--- src/rtl/mem_req_arbiter_2x1_pkg.sv ---
// Shared constants for the two-client memory request arbiter: client IDs and
// the default flat widths of the MemMsg request/response messages.
package mem_req_arbiter_2x1_pkg;

    localparam logic MEM_ARB_CLIENT0 = 1'b0;
    localparam logic MEM_ARB_CLIENT1 = 1'b1;

    // MEM_REQ(32,32,8): type(4) opaque(8) addr(32) len(2) data(32)
    localparam int MEM_REQ_W  = 78;
    // MEM_RESP(32,32,8): type(4) opaque(8) test(2) len(2) data(32)
    localparam int MEM_RESP_W = 48;

endpackage

--- src/rtl/mem_arb_id_fifo.sv ---
// In-order ID FIFO recording which client owns each outstanding request.
// Power-of-two depth so the pointers wrap naturally.
module mem_arb_id_fifo #(
    parameter int p_depth = 4,
    parameter int p_width = 1
) (
    input  logic               clk,
    input  logic               rst,
    input  logic               push,
    input  logic               pop,
    input  logic [p_width-1:0] din,
    output logic               full,
    output logic               empty,
    output logic [p_width-1:0] head
);

    localparam int AW = $clog2(p_depth);
    localparam int CW = AW + 1;

    logic [p_width-1:0] mem [p_depth];
    logic [AW-1:0]      wr_ptr;
    logic [AW-1:0]      rd_ptr;
    logic [CW-1:0]      count;

    assign full  = (count == CW'(p_depth));
    assign empty = (count == '0);
    assign head  = mem[rd_ptr];

    // Storage is not reset; only the pointers and count define validity.
    always_ff @(posedge clk) begin
        if (push) begin
            mem[wr_ptr] <= din;
        end
    end

    always_ff @(posedge clk) begin
        if (rst) begin
            wr_ptr <= '0;
            rd_ptr <= '0;
            count  <= '0;
        end else begin
            if (push) begin
                wr_ptr <= wr_ptr + AW'(1);
            end
            if (pop) begin
                rd_ptr <= rd_ptr + AW'(1);
            end
            count <= count + CW'(push) - CW'(pop);
        end
    end

endmodule

--- src/rtl/mem_req_arbiter_2x1.sv ---
// Round-robin 2:1 memory request arbiter with in-order response steering.
// Define MEM_REQ_ARBITER_STATS_EN to add grant and full-stall counter outputs.
module mem_req_arbiter_2x1
    import mem_req_arbiter_2x1_pkg::*;
#(
    parameter type t_req_msg      = logic [MEM_REQ_W-1:0],
    parameter type t_resp_msg     = logic [MEM_RESP_W-1:0],
    parameter int  p_max_inflight = 4
) (
    input  logic      clk,
    input  logic      rst,

    input  logic      c0_req_val,
    output logic      c0_req_rdy,
    input  t_req_msg  c0_req_msg,
    output logic      c0_resp_val,
    input  logic      c0_resp_rdy,
    output t_resp_msg c0_resp_msg,

    input  logic      c1_req_val,
    output logic      c1_req_rdy,
    input  t_req_msg  c1_req_msg,
    output logic      c1_resp_val,
    input  logic      c1_resp_rdy,
    output t_resp_msg c1_resp_msg,

    output logic      mem_req_val,
    input  logic      mem_req_rdy,
    output t_req_msg  mem_req_msg,
    input  logic      mem_resp_val,
    output logic      mem_resp_rdy,
    input  t_resp_msg mem_resp_msg
`ifdef MEM_REQ_ARBITER_STATS_EN
    ,
    output logic [31:0] grant_cnt0,
    output logic [31:0] grant_cnt1,
    output logic [31:0] full_stall_cnt
`endif
);

    // Handshake: a transfer happens on a cycle where val & rdy are both high;
    // val never depends on rdy of the same interface.

    logic prio;
    logic sel;
    logic any_req;
    logic full;
    logic empty;
    logic head;
    logic req_fire;
    logic resp_fire;

    assign any_req = c0_req_val | c1_req_val;

    always_comb begin
        sel = MEM_ARB_CLIENT0;
        if (c0_req_val && c1_req_val) begin
            sel = prio;
        end else if (c1_req_val) begin
            sel = MEM_ARB_CLIENT1;
        end
    end

    // Grants depend only on the FIFO count, never on a same-cycle pop.
    assign mem_req_val = any_req & ~full;
    assign mem_req_msg = (sel == MEM_ARB_CLIENT1) ? c1_req_msg : c0_req_msg;
    assign c0_req_rdy  = c0_req_val & (sel == MEM_ARB_CLIENT0) & mem_req_rdy & ~full;
    assign c1_req_rdy  = c1_req_val & (sel == MEM_ARB_CLIENT1) & mem_req_rdy & ~full;
    assign req_fire    = mem_req_val & mem_req_rdy;

    always_ff @(posedge clk) begin
        if (rst) begin
            prio <= MEM_ARB_CLIENT0;
        end else if (req_fire) begin
            prio <= ~sel;
        end
    end

    assign c0_resp_msg  = mem_resp_msg;
    assign c1_resp_msg  = mem_resp_msg;
    assign c0_resp_val  = mem_resp_val & ~empty & (head == MEM_ARB_CLIENT0);
    assign c1_resp_val  = mem_resp_val & ~empty & (head == MEM_ARB_CLIENT1);
    assign mem_resp_rdy = ~empty & ((head == MEM_ARB_CLIENT1) ? c1_resp_rdy : c0_resp_rdy);
    assign resp_fire    = mem_resp_val & mem_resp_rdy;

    mem_arb_id_fifo #(
        .p_depth (p_max_inflight),
        .p_width (1)
    ) u_id_fifo (
        .clk   (clk),
        .rst   (rst),
        .push  (req_fire),
        .pop   (resp_fire),
        .din   (sel),
        .full  (full),
        .empty (empty),
        .head  (head)
    );

`ifdef MEM_REQ_ARBITER_STATS_EN
    always_ff @(posedge clk) begin
        if (rst) begin
            grant_cnt0     <= '0;
            grant_cnt1     <= '0;
            full_stall_cnt <= '0;
        end else begin
            if (req_fire && sel == MEM_ARB_CLIENT0) begin
                grant_cnt0 <= grant_cnt0 + 32'd1;
            end
            if (req_fire && sel == MEM_ARB_CLIENT1) begin
                grant_cnt1 <= grant_cnt1 + 32'd1;
            end
            if (any_req && full) begin
                full_stall_cnt <= full_stall_cnt + 32'd1;
            end
        end
    end
`endif

endmodule

--- config.mk ---
export PLATFORM = sky130hd
export DESIGN_NAME = mem_req_arbiter_2x1
export DESIGN_NICKNAME = d
export VERILOG_FILES = /design/src/rtl/mem_req_arbiter_2x1_pkg.sv /design/src/rtl/mem_arb_id_fifo.sv /design/src/rtl/mem_req_arbiter_2x1.sv
export SDC_FILE = /design/constraint.sdc
export NUM_CORES = 1
export LEC_CHECK = 0
export ABC_CLOCK_PERIOD_IN_PS = 3610
export BUFFER_PORTS_ARGS = -buffer_cell sky130_fd_sc_hd__buf_2
export CAP_MARGIN = 30
export CELL_PAD_IN_SITES_DETAIL_PLACEMENT = 1
export CELL_PAD_IN_SITES_GLOBAL_PLACEMENT = 1
export CORE_AREA = 2 2 154 156
export DETAILED_ROUTE_END_ITERATION = 8
export DIE_AREA = 0 0 156 158
export HOLD_SLACK_MARGIN = 0.02
export PLACE_DENSITY = 0.53
export SETUP_SLACK_MARGIN = 0.02
export SLEW_MARGIN = 20
export SYNTH_ARGS = -nofsm -noshare
export SYNTH_HDL_FRONTEND = slang
export SYNTH_SLANG_ARGS = --single-unit
--- constraint.sdc ---
create_clock -name clk -period 3.61 [get_ports clk]
set_clock_uncertainty 0.1 [all_clocks]
set_input_delay 0.361 -clock clk [delete_from_list [all_inputs] [get_ports clk]]
set_output_delay 0.361 -clock clk [all_outputs]
set_load 0.01 [all_outputs]
==> Word level (Yosys, flattened, before mapping) <==
Memory sizes are Yosys's and may differ from the RTL's. A register that Yosys moved wholly into a read port is not among the register bits.
Cells that the tools add are included.
W data, S select, Z words.
{ "totals": {"mem_bits_rw": 4, "input_bits": 212, "register_bits": 8, "n_memories": 1, "elab_cells": 38, "output_inout_bits": 180} }
{ "classes": {"n_eq_ne": 1, "bitwise_logic": 18, "n_mux": 8, "addsub": 4, "n_reduce_logical": 2} }
{ "mem_list": {"columns": ["memory", "depth", "word_bits", "read_ports", "rd_clocked_by_memory_dff", "wr", "line_no", "rtl"], "rows": [
  ["u_id_fifo.mem", 4, 1, 1, 1, 1, "mem_arb_id_fifo.sv:20", "logic [p_width-1:0] mem [p_depth];"]
]} }
{ "op_table": {"columns": ["op", "count"], "rows": [
  ["$mux W78", 1],
  ["$and A1 B1 Y1", 13],
  ["$mux W1", 5],
  ["$add A2 B1 Y2 const B", 2],
  ["$mux W2", 2],
  ["$not A1 Y1", 4],
  ["$add A3 B1 Y3", 1],
  ["$eq A3 B3 Y1 const B", 1],
  ["$logic_not A3 Y1", 1],
  ["$sub A3 B1 Y3", 1],
  ["$logic_and A1 B1 Y1", 1],
  ["$or A1 B1 Y1", 1]
]} }

==> Longest topological paths before layout <==
Gate-level depths: netlist of run 1.
{ "depth": {"ltp_word": 6, "ltp_mapped": 10, "depth_no_buf": 10} }

==> Modules after synthesis <==
Synthesis of run 1 repeated with hierarchy kept, for this count alone.
{ "hier_totals": {"cells_unflattened": 249, "area_unflattened_um2": 2391.0} }
{ "by_module_without_submodules": {"columns": ["mod", "area_each_um2", "seq_area_each_um2", "instances", "cells_each"], "rows": [
  ["mem_req_arbiter_2x1", 1809.2, 20.0, 1, 202],
  ["mem_arb_id_fifo", 581.8, 300.3, 1, 47]
]} }

==> Least setup slack after synthesis of run 1 <==
OpenSTA, ideal clock, no wires.
{ "synth_path": {"path_type": "reg-to-reg", "startpoint": "register (tool-made name)", "endpoint": "register u_id_fifo.count[2]", "setup_ns": 0.127, "required_ns": 3.383, "path_buffers": 0, "path_slack_ns": 1.078, "arrival_ns": 2.305, "period_less_slack_ns": 2.532, "path_stages_with_launch": 11, "path_cell_list": "dfxtp_1 -> mux4_2 -> mux2i_4 -> ha_1 -> inv_1 -> ha_1 -> inv_1 -> fa_1 -> xor2_1 -> xnor2_1 -> nor2_1"} }
{ "synth_lines": {"columns": ["element", "line_no", "rtl"], "rows": [
  ["end signal, assigned", "mem_arb_id_fifo.sv:48", "count <= count + CW'(push) - CW'(pop);"],
  ["end, declared", "mem_arb_id_fifo.sv:23", "logic [CW-1:0] count;"]
]} }

==> run summary, run 1 <==
Post-CTS Resized: 0
global routing usage summed across all routing layers: 0.0691
fin. max-slew vios: 0
Setup CP Type: register to register
largest cells by area after synthesis: sky130_fd_sc_hd__mux2_1, sky130_fd_sc_hd__buf_4, sky130_fd_sc_hd__dfxtp_1
run status: finished, final reports clean
first-pass GRT wire length: 13,200 µm
clock slew at the register clock pins of the worst setup and hold paths: 0.05 ns
antenna diode count: 0
insertion delay to the later sink of the worst-skew pair: 0.24 ns
termination of the worst setup path: u_id_fifo.count[2]
setup repair after global routing missed its margin: no
summed instance area of the synthesized netlist: 2390 µm²
static leakage: 0.00165 µW
CP Data Arrival Time: 2.67 ns
post-DR wirelength/cell: 13.5 µm
FP Rows: 56
CP required: 3.64 ns
Starting Density: 0.104
reg2reg setup slack: 0.97 ns
Core Area: 23,100 µm²
horizontal die dimension: 156 µm
overall die area: 24,600 µm²
commonest non-fill, non-tap cell in the layout: sky130_fd_sc_hd__buf_2
ratio of cells with drive above 1 in the final layout: 0.648
Synth top area share: 0.368
routability cong.: 0.761
final critical-path required period: 2.64 ns
pin count of the biggest net entering global routing: 43
vertical die dimension: 158 µm
actual transition at the worst max-transition pin: 0.578 ns
endpoint of the most critical register-to-register path: u_id_fifo.count[2]
number of I/O pins: 392
sinks on the clock net: 14
post-CTS setup buffer count: 0
crit path launch type: register
Sw Pwr: 393 µW
drt via density: 3.25
remaining antenna violation count: 0
Hold Path Class: input pin to register
cell at the root of the clock tree: sky130_fd_sc_hd__clkbuf_16
number of H-tree levels: 1
ys async rst share: 0
Critical Path End Type: register
hold bufs inserted after CTS: 0
internal power: 626 µW
Critical Path Source: u_id_fifo.mem[2]
Syn. warnings: 0
Synth-to-Final Area Change: 39.2%
total power per unit cell area: 307 nW/µm²
MaxCap Viol Count: 0
Sw Ratio: 0.386
number of synthesized register bits: 14
proportion of synthesized chip area in sequential cells: 0.134
maximum vdd drop: 0.144 mV
total negative slack: 0 ns
gate count after technology mapping: 253
relative slew slack: 0.615
dominant cell type by area after synthesis: sky130_fd_sc_hd__mux2_1
number of design rule violations left after detail routing: 0
share of power burned in combinational logic: 0.560
Final HPWL DP: 8250 µm
antenna violations before repair: 2
proportion of power drawn by the clock network: 0.207
Max Clk Rate: 378 MHz
worst-case reg-to-reg path depth: 10
maximum count of clock buffers along a single path: 2
vias in the first global route: 2,332
post-synthesis net count: 472
grt ovf: 0
routed wire length: 9350 µm
worst-path fanout max: 4
number of detailed-route iterations in the first pass: 4
most frequently used flop master after synthesis: sky130_fd_sc_hd__dfxtp_1
Mean Syn Cell Area: 9.44 µm²
total of endpoints with negative setup slack in the final report: 0
most frequent cells in the layout: sky130_fd_sc_hd__buf_2, sky130_fd_sc_hd__mux2_1, sky130_fd_sc_hd__nor2_1, sky130_fd_sc_hd__dfxtp_1, sky130_fd_sc_hd__ha_1
Final #Nets: 621
CTS tree: done
Post-synth EDFFs: 4
starting DRC count in detailed routing: 39
distinct cell type count of the synthesized netlist: 29
total number of vias: 2,244
RR Startpoint: u_id_fifo.mem[2]
Final period util: 0.733
number of hold violations in the final report: 0
Filler cells: 2,798
proportion of power drawn by flip-flops and latches: 0.234
Final Power: 1020 µW
number of CTS-inserted buffers: 3
buffers added on ports: 247
[cell type report]
cell class / count / area, µm² / area share
Multi-Input combinational cell: 126 / 1280 / 0.385
Clock buffer: 3 / 75.1 / 0.0226
Clock inverter: 1 / 3.75 / 0.00113
Sequential cell: 14 / 320 / 0.0964
Timing Repair Buffer: 249 / 1250 / 0.377
Tap cell: 290 / 363 / 0.109
Inverter: 8 / 30.0 / 0.00904
[per-layer routing]
metal  track usage  vias up  share of wire
li1              -     1052              -
met1        0.0844      995           0.42
met2         0.118      147           0.44
met3        0.0175       46           0.11
met4        0.0240        4          0.029
met5             0        -         0.0028
[cells in the mapped netlist, types with 3 or more instances]
library cell               number
sky130_fd_sc_hd__mux2_1        78
sky130_fd_sc_hd__edfxtp_1       4
sky130_fd_sc_hd__inv_1          5
sky130_fd_sc_hd__a21oi_1        3
sky130_fd_sc_hd__nor2b_1        3
sky130_fd_sc_hd__and2_1         4
sky130_fd_sc_hd__nor3_1         3
sky130_fd_sc_hd__buf_2          8
sky130_fd_sc_hd__ha_1           6
sky130_fd_sc_hd__buf_4         96
sky130_fd_sc_hd__dfxtp_1       10
sky130_fd_sc_hd__nor2_1        10
[critical path, stage by stage, from the launching register on]
cell and delay [ns]:
sky130_fd_sc_hd__edfxtp_1 0.37, sky130_fd_sc_hd__mux4_2 0.55, sky130_fd_sc_hd__mux2i_4 0.23, sky130_fd_sc_hd__ha_1 0.31
sky130_fd_sc_hd__inv_1 0.06, sky130_fd_sc_hd__ha_1 0.13, sky130_fd_sc_hd__inv_1 0.05, sky130_fd_sc_hd__fa_1 0.37
sky130_fd_sc_hd__xor2_1 0.16, sky130_fd_sc_hd__xnor2_1 0.15, sky130_fd_sc_hd__nor2_1 0.05
[worst min path at each step]
| stage | from | depth (start not counted) | slack, ns | endpoint |
|---|---|---|---|---|
| after floorplan | u_id_fifo.rd_ptr[1] | 2 | 0.36 | register |
| after global placement | u_id_fifo.rd_ptr[1] | 2 | 0.39 | u_id_fifo.rd_ptr[1] |
| after detailed placement | u_id_fifo.rd_ptr[1] | 2 | 0.39 | register |
| after CTS | c1_req_val | 2 | 0.29 | prio |
| after global routing | c1_req_val | 2 | 0.32 | prio |
| final | c1_req_val | 2 | 0.30 | prio |
[power groups by stage]
| stage | Combinational, µW | Sequential, µW | Clock [µW] |
|---|---|---|---|
| 6_report | 570 | 238 | 210 |
| 5_1_grt | 632 | 247 | 223 |
| 3_5_place_dp | 580 | 244 | 0 |
| 2_1_floorplan | 439 | 231 | 0 |
| 4_1_cts | 585 | 241 | 216 |
| 3_3_place_gp | 573 | 241 | 0 |
[stage by stage]
stage,area (µm²),util,cells,setup slack [ns],hold slack (ns)
finish,3320,0.144,691,0.965,0.296
global route,3320,0.144,691,0.802,0.324
CTS,3320,0.144,691,0.936,0.293
detailed placement,3240,0.141,687,0.947,0.386
global placement,3240,0.141,687,0.999,0.386
floorplan,2390,-,253,1.08,0.362
[kinds of logic (layout without fill, tap and decap cells)]
logic type,Yosys count,after routing,share of synthesized area
adder cells (fa/ha/maj),7,7,0.0398
XOR/XNOR,3,3,0.0110
buffers and inverters,113,261,0.333
flip-flops,14,14,0.134
AND/OR/NAND/NOR,25,25,0.0540
AO/OA/AOI/OAI,9,9,0.0330
multiplexers,82,82,0.395
Note: power is estimated with default switching activity, not from simulation.
==> inputs of run 2 (changes only) <==
ABC_CLOCK_PERIOD_IN_PS = 2700   (was 3610)
clock period = 2.7 ns   (was 3.61 ns; I/O delays follow)
==> run 2 against run 1 <==
  * Clock power grew 34%
  * First-iteration DRC count is 56% higher
  * Combinational power is 37% higher
  * Count of clock-buffer cells in the layout unchanged
  * Critical path depth stayed put
  * Design area is 0.90% higher
  * Cell count rose by 0.29%
  * Largest power group unchanged
==> run summary, run 2 (synthesis results as in run 1) <==
cell at the root of the clock tree: sky130_fd_sc_hd__clkbuf_16
number of cells on the worst hold path: 2 (unchanged)
CTS tree: done
static leakage: 0.00166 µW (+0.89%)
CP required: 2.73 ns (-0.91 ns)
crit path launch type: register
Setup CP Type: register to register
run status: finished, final reports clean
pin count of the biggest net entering global routing: 43 (unchanged)
vias in the first global route: 2,285 (-2.0%)
FP Rows: 56 (unchanged)
maximum count of clock buffers along a single path: 2 (unchanged)
share of the core filled with cells in the final layout: 0.145 (+0.00130)
Filler cells: 2,808 (+0.36%)
number of gates on the worst path with buffers counted: 10 (unchanged)
final critical-path required period: 2.56 ns (-0.0864 ns)
Worst path slowest cell: sky130_fd_sc_hd__mux4_2
buffers added on ports: 247 (unchanged)
number of I/O pins: 392 (unchanged)
Hold Path Class: input pin to register
most frequent cells in the layout: sky130_fd_sc_hd__buf_2, sky130_fd_sc_hd__mux2_1, sky130_fd_sc_hd__nor2_1, sky130_fd_sc_hd__dfxtp_1, sky130_fd_sc_hd__ha_1
number of detailed-route iterations in the first pass: 4 (unchanged)
number of design rule violations left after detail routing: 0 (unchanged)
post-route non-filler standard cell count: 693 (+0.29%)
top cell family by delay on the critical path: multiplexers
highest cell delay on the worst timing path: 0.54 ns (about the same)
MaxCap Viol Count: 0 (unchanged)
commonest non-fill, non-tap cell in the layout: sky130_fd_sc_hd__buf_2
drt via density: 3.30 (+1.5%)
hold bufs inserted after CTS: 0 (unchanged)
routability cong.: 0.766 (+0.66%)
maximum vdd drop: 0.232 mV (+61%)
ordered cell list for the critical path: mux4_2 -> mux2i_4 -> ha_1 -> inv_1 -> ha_1 -> inv_1 -> fa_2 -> xor2_1 -> xnor2_1 -> nor2_1
cell count after placement: 687 (unchanged)
sinks on the clock net: 14 (unchanged)
total power per unit cell area: 412 nW/µm² (+34%)
actual transition at the worst max-transition pin: 0.524 ns (-0.0539 ns)
worst-case reg-to-reg path depth: 10 (unchanged)
starting DRC count in detailed routing: 61 (+56%)
CP Data Arrival Time: 2.59 ns (-0.08 ns)
global routing usage summed across all routing layers: 0.0691 (about the same)
setup repair after global routing missed its margin: yes
Final HPWL DP: 8310 µm (+0.81%)
Starting Density: 0.104 (unchanged)
Critical Path End Type: register
grt ovf: 0 (unchanged)
Final #Nets: 623 (+0.32%)
horizontal die dimension: 156 µm (unchanged)
Max Clk Rate: 391 MHz (+3.4%)
worst-path fanout max: 3 (-1)
Final period util: 0.948 (+0.215)
insertion delay to the later sink of the worst-skew pair: 0.24 ns (about the same)
overall die area: 24,600 µm² (unchanged)
number of CTS-inserted buffers: 3 (unchanged)
Synth-to-Final Area Change: 40.5%
relative slew slack: 0.651 (+0.0360)
post-DR wirelength/cell: 13.6 µm (+0.89%)
ratio of cells with drive above 1 in the final layout: 0.653 (+0.00423)
total of endpoints with negative setup slack in the final report: 0 (unchanged)
vertical die dimension: 158 µm (unchanged)
fin. max-slew vios: 0 (unchanged)
number of H-tree levels: 1 (unchanged)
first-pass GRT wire length: 13,100 µm (-0.42%)
routed wire length: 9460 µm (+1.2%)
remaining antenna violation count: 0 (unchanged)
Buffers & Inverters on Critical Path: 2 (unchanged)
antenna diode count: 0 (unchanged)
antenna violations before repair: 2 (unchanged)
clock slew at the register clock pins of the worst setup and hold paths: 0.05 ns (about the same)
Core Area: 23,100 µm² (unchanged)
number of hold violations in the final report: 0 (unchanged)
total number of vias: 2,284 (+1.8%)
==> run 2: changes by cell type in the layout (fill, tap and decap cells not counted), sizes merged <==
cell	before	now
buf	249	251
==> run 2: metrics by stage <==
| step | power, µW | hold slack, ns | setup WS (ns) | area (µm²) | TNS [ns] |
|---|---|---|---|---|---|
| 6_report | 1380 | 0.193 | 0.142 | 3350 | 0 |
| 5_1_grt | 1500 | 0.200 | -0.00305 | 3350 | -0.00305 |
| 4_1_cts | 1390 | 0.186 | 0.0348 | 3340 | 0 |
| 3_5_place_dp | 1100 | 0.405 | 0.0504 | 3260 | 0 |
| 3_3_place_gp | 1090 | 0.393 | 0.0743 | 3260 | 0 |
| 2_1_floorplan | 896 | 0.286 | 0.168 | 2390 | 0 |
==> run 2: final cells by class <==
class                   instances  area (µm²)  share of cell area
flip-flops and latches         14         320              0.0955
well taps                     290         363               0.108
multi-input cells             126        1280               0.382
repair buffers                251        1280               0.381
clock buffers                   3        75.1              0.0224
clock inverters                 1        3.75             0.00112
inverters                       8        30.0             0.00896
==> run 2: path summary, 6_finish.rpt <==
path,start,slack [ns],to
max reg2reg,u_id_fifo.mem[3],0.14,u_id_fifo.count[2]
min,c1_req_val,0.19,prio
max,u_id_fifo.mem[3],0.14,u_id_fifo.count[2]
min reg2reg,u_id_fifo.rd_ptr[1],0.41,u_id_fifo.rd_ptr[1]
==> run 2: worst reg2reg max path, delay by kind of cell (launching register included) <==
family | cells | cell delay [ns]
xor+xnor | 2 | 0.32
fa+ha+maj | 3 | 0.75
buf+inv | 2 | 0.11
flops | 1 | 0.36
mux | 2 | 0.76
simple gates | 1 | 0.05
==> run 2: report_power, final <==
group	internal, µW	switching (µW)	leakage [µW]
Clock	196	86.2	0.0000385
Combinational	392	388	0.00150
Sequential	262	58.4	0.000119
Total	850	532	0.00166
==> run 2: routing by layer <==
layer,GRT usage,vias to the layer above,share of wire
met2,0.117,147,0.45
met4,0.0253,4,0.029
met1,0.0841,1028,0.41
met5,0,-,0.0027
li1,-,1059,-
met3,0.0186,46,0.11
==> run 2: what timing repair did <==
action,in CTS,in global routing
resized for setup,0,1
buffers inserted,0,2
setup endpoints to repair,0,1
